### src/rtl/io_perif_pkg.sv
// io_perif_pkg: address map and data width shared by the io_perif block and its bus interface.
package io_perif_pkg;
    localparam int DATA_W = 16;
    localparam logic [DATA_W-1:0] ADDR_PORT   = 16'h0000;
    localparam logic [DATA_W-1:0] ADDR_FLAGS  = 16'h0001;
    localparam logic [DATA_W-1:0] ADDR_TIMER  = 16'h0002;
    localparam logic [DATA_W-1:0] ADDR_STATUS = 16'h0003;
endpackage

### src/rtl/io_perif_if.sv
// io_perif_if: CPU read bus between the datapath (master) and io_perif (slave).
interface io_perif_if;
    logic [io_perif_pkg::DATA_W-1:0] Direcciones;
    logic                            rd_en;
    logic [io_perif_pkg::DATA_W-1:0] Datos;
    modport master(output Direcciones, output rd_en, input Datos);
    modport slave(input Direcciones, input rd_en, output Datos);
endinterface

### src/rtl/io_perif_sincro.sv
// sincro: two-flop synchronizer for asynchronous input lines, async active-high reset.
module sincro #(
    parameter int W = 8
) (
    input  logic         clk,
    input  logic         reset,
    input  logic [W-1:0] d,
    output logic [W-1:0] q
);
    logic [W-1:0] s1_q, s1_d, s2_q, s2_d;
    always_comb begin
        s1_d = d;
        s2_d = s1_q;
    end
    always_ff @(posedge clk or posedge reset) begin
        if (reset) begin
            s1_q <= '0;
            s2_q <= '0;
        end else begin
            s1_q <= s1_d;
            s2_q <= s2_d;
        end
    end
    assign q = s2_q;
endmodule

### src/rtl/io_perif.sv
// io_perif: switch port with sticky rising-edge flags and an optional prescaled timer.
// Timer, prescaler and overflow status exist only when IO_PERIF_TIMER_EN is defined.
module io_perif
    import io_perif_pkg::*;
#(
    parameter logic [15:0] PRESCALE  = 16'd1000,
    parameter logic [15:0] TIMER_MAX = 16'hFFFF
) (
    input  logic       clk,
    input  logic       reset,
    input  logic [7:0] sw_in,
    io_perif_if.slave  bus
);
    logic [7:0] sync, port_q, port_d, flags_q, flags_d;
    logic [DATA_W-1:0] timer_rd, status_rd;
    logic clr_flags;
    sincro #(.W(8)) u_sincro (.clk(clk), .reset(reset), .d(sw_in), .q(sync));
    // port_q is the previous synchronized sample, so it doubles as the edge-detect history
    always_comb begin
        clr_flags = bus.rd_en && (bus.Direcciones == ADDR_FLAGS);
        port_d    = sync;
        flags_d   = (flags_q & ~{8{clr_flags}}) | (sync & ~port_q);
    end
    always_ff @(posedge clk or posedge reset) begin
        if (reset) begin
            port_q  <= '0;
            flags_q <= '0;
        end else begin
            port_q  <= port_d;
            flags_q <= flags_d;
        end
    end
`ifdef IO_PERIF_TIMER_EN
    logic [15:0] pre_q, pre_d, timer_q, timer_d;
    logic ovf_q, ovf_d, tick, wrap, clr_status;
    always_comb begin
        tick       = (pre_q == PRESCALE - 16'd1);
        pre_d      = tick ? '0 : pre_q + 16'd1;
        wrap       = tick && (timer_q == TIMER_MAX);
        timer_d    = wrap ? '0 : timer_q + {15'd0, tick};
        clr_status = bus.rd_en && (bus.Direcciones == ADDR_STATUS);
        ovf_d      = wrap | (ovf_q & ~clr_status);
    end
    always_ff @(posedge clk or posedge reset) begin
        if (reset) begin
            pre_q   <= '0;
            timer_q <= '0;
            ovf_q   <= 1'b0;
        end else begin
            pre_q   <= pre_d;
            timer_q <= timer_d;
            ovf_q   <= ovf_d;
        end
    end
    assign timer_rd  = timer_q;
    assign status_rd = {{(DATA_W-1){1'b0}}, ovf_q};
`else
    logic [31:0] unused_cfg;
    assign unused_cfg = {PRESCALE, TIMER_MAX};
    assign timer_rd   = '0;
    assign status_rd  = '0;
`endif
    assign bus.Datos = (bus.Direcciones == ADDR_PORT)   ? {{(DATA_W-8){1'b0}}, port_q}  :
                       (bus.Direcciones == ADDR_FLAGS)  ? {{(DATA_W-8){1'b0}}, flags_q} :
                       (bus.Direcciones == ADDR_TIMER)  ? timer_rd :
                       (bus.Direcciones == ADDR_STATUS) ? status_rd : '0;
endmodule

### src/flat_wrapper.sv
// flat-port wrapper written by rule: the top's interface ports become plain ports
module io_perif_flat import io_perif_pkg::*;
#(
    parameter logic [15:0] PRESCALE  = 16'd1000,
    parameter logic [15:0] TIMER_MAX = 16'hFFFF
)
  (clk, reset, sw_in, bus_Direcciones, bus_rd_en, bus_Datos);
  io_perif_if bus_i ();
  input  logic clk;
  input  logic reset;
  input  logic [7:0] sw_in;
  input wire logic [$bits(bus_i.Direcciones)-1:0] bus_Direcciones;
  input wire logic [$bits(bus_i.rd_en)-1:0] bus_rd_en;
  output wire logic [$bits(bus_i.Datos)-1:0] bus_Datos;
  assign bus_i.Direcciones = bus_Direcciones;
  assign bus_i.rd_en = bus_rd_en;
  assign bus_Datos = bus_i.Datos;
  io_perif #(.PRESCALE(PRESCALE), .TIMER_MAX(TIMER_MAX)) u_core (.clk(clk), .reset(reset), .sw_in(sw_in), .bus(bus_i));
endmodule
### config.mk
export PLATFORM = sky130hd
export DESIGN_NAME = io_perif_flat
export DESIGN_NICKNAME = d
export VERILOG_FILES = /design/src/rtl/io_perif_pkg.sv /design/src/rtl/io_perif_if.sv /design/src/rtl/io_perif_sincro.sv /design/src/rtl/io_perif.sv /design/src/flat_wrapper.sv
export SDC_FILE = /design/constraint.sdc
export NUM_CORES = 1
export LEC_CHECK = 0
export ABC_CLOCK_PERIOD_IN_PS = 2620
export BUFFER_PORTS_ARGS = -buffer_cell sky130_fd_sc_hd__buf_2
export CAP_MARGIN = 20
export CORE_MARGIN = 8
export CORE_UTILIZATION = 50
export DETAILED_ROUTE_END_ITERATION = 12
export GPL_TIMING_DRIVEN = 0
export MAX_ROUTING_LAYER = met4
export PLACE_DENSITY_LB_ADDON = 0.15
export SYNTH_ARGS = -nofsm -noshare
export SYNTH_HDL_FRONTEND = slang
export SYNTH_SLANG_ARGS = --single-unit
export TNS_END_PERCENT = 1
### constraint.sdc
create_clock -name clk -period 2.62 [get_ports clk]
set_clock_uncertainty 0.05 [all_clocks]
set_input_delay 0.393 -clock clk [delete_from_list [all_inputs] [get_ports clk]]
set_output_delay 0.393 -clock clk [all_outputs]
set_load 0.005 [all_outputs]
==> impl_summary.md <==
Die
The die covers approximately 4000 um2. The floorplan has 17 rows. The area of the core is roughly 2100 um2. The floorplan step set the die height to 63.09 um. 43 I/O pins were placed. For this configuration, the core starts out at a cell density of 0.5160.

The die width is around 63 um.

STA
The number of hold violations in the final report is 0. The count of final max-slew check failures is 0. Setup repair after global routing left no endpoint under its margin. The pin slew with the least headroom to its limit is approximately 570 ps. The setup total negative slack is 0 ps. In the finished design, the share of the clock period the worst path needs comes to 0.8375. In this run the tightest slew margin relative to its limit is 0.6177. Setup violations remaining at the end of the flow were counted as 0. Timing would allow up to approximately 460 MHz. The final critical path time including I/O delays and setup is about 2200 ps.

Run
The total of max-cap violations is 0.

Clock network
The post-cts resize count is 0. The root cell of the clock tree is clkbuf_4. The later pin in the worst-skew pair is clocked with a latency of roughly 320 ps. The clock passes through at most 2 buffers. The H-tree generated during clock tree synthesis spans 2 levels. Post-CTS timing repair inserted 0 buffers for setup. The clock sink total is 32. The number of hold buffers added after CTS was 0. TritonCTS built the clock tree. Clock tree synthesis inserted a total of 5 buffers.

The clock-pin slew on the worst setup and hold paths is ~90 ps.

Setup path
The element type at the critical path start is a primary input. The worst reg-to-reg path cell count is 2. The origin of the critical flop-to-flop path is u_core.port_q[6]. The worst endpoint data arrival time is between 1500 and 2000 ps. The largest fanout on the critical path is 8. The nature of the critical path endpoint is an output pin.

The worst register-to-register path ends at u_core.flags_q[6]. The critical path in this run is classified as in -> out. In this run the register-to-register setup slack is roughly 1800 ps. The cell with the biggest individual delay on the critical path is nor3_2. The delay of the slowest cell on the worst path is about 510 ps. The signal on the critical path passes through buf_2, nor4_1, nand2_1, nor3_2, a22o_1, buf_2.

The cell that appears most often on the critical path is buf_2. For the worst setup path, the data required time is 2180 ps.

Synthesis
The average footprint of a synthesized cell is roughly 14 um2. The sequential-to-total area share from yosys stat is 0.7223. The number of instances in the synthesized netlist is slightly below 80. The number of synthesized register bits is 32. Counting distinct cell types in the post-synthesis netlist gives 11.

The area of the mapped netlist is 1109 um2. During synthesis, Yosys emitted a total of 0 warnings.

Routing
The post-detailed-route DRC marker count is 0. The routed wire length on met2 is around 900 um. The detailed router placed ~730 vias in this run. The first-pass detailed-route iteration total is 2. The post-detailed-route wirelength per cell is 12.87 um.

The first routing iteration left 24 violations. Wire segments on met3 add up to between 200 and 250 um in the final route. Summed over all layers, the routed wires come to between 2 and 2.5 mm.

Routed signal wires occupy layers up through met4. In the final routing, the length of wire on met1 measures 833 um. The detail route stage leaves a number of antenna-violating nets equal to 0. The via density per instance is approximately 4.6.

Global routing
The number of global-route vias before repair is just under 800. The global-route wire length before repair is 3.408 mm. The initial antenna violation count is 0. After global routing the overflow that remains totals 0. The pin count of the biggest net entering global routing is 23.

The all-layer global routing usage is 0.1136.

Layout
The signed area change from the synthesized netlist to the final layout is 28.67%. In the layout the commonest cells are buf_2, dfrtp_1, a22o_1. The number of inserted diodes is 0. Once layout is complete, the utilization of the core stands at 0.6639.

The filler-free cell count of the finished design is around 160. The count of nets after finishing is ~150. In the final layout, the share of cells above drive strength 1 is 0.4063. The number of inserted filler cells in the final layout is between 150 and 200. The commonest non-fill, non-tap cell in the layout is buf_2.

Power and ir drop
Total power for the finished layout comes to 0.8451 mW. IR analysis of the VDD net gives a maximum drop of ~0.00046 V. The analysis attributes to cell leakage a power of ~0.75 nW. Dividing total power by cell area gives a power density of roughly 600 nW/um2.

Run status
The flow ran to the end, and the final reports show no timing, DRC or antenna violations.

Placement
At the end of routability-driven placement, the weighted congestion stood at 0.8083. After detailed placement, the design holds a cell count of 148. Input and output buffers added on the ports amount to 34. The final HPWL from detailed placement is 1.495 mm.

Worst hold path
The tightest min-delay check is of the in -> async type.
-- power breakdown --
part | leakage [nW] | internal [mW] | switching, mW
clock network | 0.0326 | 0.132 | 0.144
registers | 0.350 | 0.512 | 0.00767
logic | 0.369 | 0.0271 | 0.0219
-- cells in the mapped netlist --
library cell / count / share of area
dfrtp_1: 32 / 0.72
a22o_1: 16 / 0.13
inv_1: 10 / 0.034
buf_4: 8 / 0.054
nand2_1: 3 / 0.010
nor4_1: 3 / 0.017
nor3_2: 2 / 0.018
buf_2: 1 / 0.0045
conb_1: 1 / 0.0034
nor3_1: 1 / 0.0045
or3_1: 1 / 0.0056
-- flip-flops by register name (all words and copies together) (netlist names) --
name                  cells
u_core.flags_q            8
u_core.port_q             8
u_core.u_sincro.q         8
u_core.u_sincro.s1_q      8
-- layout make-up --
type,instances,area (um2),area share
plain buffers,9,65.06,0.04561
clock buffers,8,58.81,0.04123
inverters,10,37.54,0.02632
multi-input cells,34,231.5,0.1623
flip-flops and latches,32,800.8,0.5614
well taps,28,35.03,0.02456
repair buffers,35,197.7,0.1386
-- metal layers --
layer  track usage  vias up
li1              -      349
met1        0.1025      336
met2        0.1754       36
met3       0.06890        4
met4       0.07692        0
met5             -        -
-- cells by family (layout without fill, tap and decap cells) --
family,Yosys count,after routing,synth area share
flops,32,32,0.7223
simple gates,10,10,0.05531
compound gates,16,16,0.1264
buf+inv,19,62,0.09255
other cells,1,8,0.003383
-- worst max-delay path: cells and delay by family --
| kind | cells | cell delay (ps) |
|---|---|---|
| AO/OA/AOI/OAI | 1 | 240 |
| buffers and inverters | 2 | 200 |
| AND/OR/NAND/NOR | 3 | 920 |
-- worst max path at each step --
stage | slack [ps] | endpoint | start | cells after the start
6_report | 430 | bus_Datos[0] | bus_Direcciones[6] | 6
5_1_grt | 280 | bus_Datos[3] | bus_Direcciones[6] | 6
4_1_cts | 400 | bus_Datos[3] | bus_Direcciones[6] | 6
3_5_place_dp | 400 | bus_Datos[3] | bus_Direcciones[6] | 6
3_3_place_gp | 420 | bus_Datos[7] | bus_Direcciones[6] | 6
2_1_floorplan | 850 | bus_Datos[0] | bus_Direcciones[6] | 4
-- metrics by stage --
stage	hold slack (ps)	setup slack (ps)	area, um2
after floorplan	281.2	846.5	1135
after global placement	283.8	419.4	1340
after detailed placement	284.7	401.7	1368
after CTS	29.39	395.8	1426
after global routing	43.33	283.4	1426
final	26.96	425.8	1426
(Power assumes the default switching activity.)
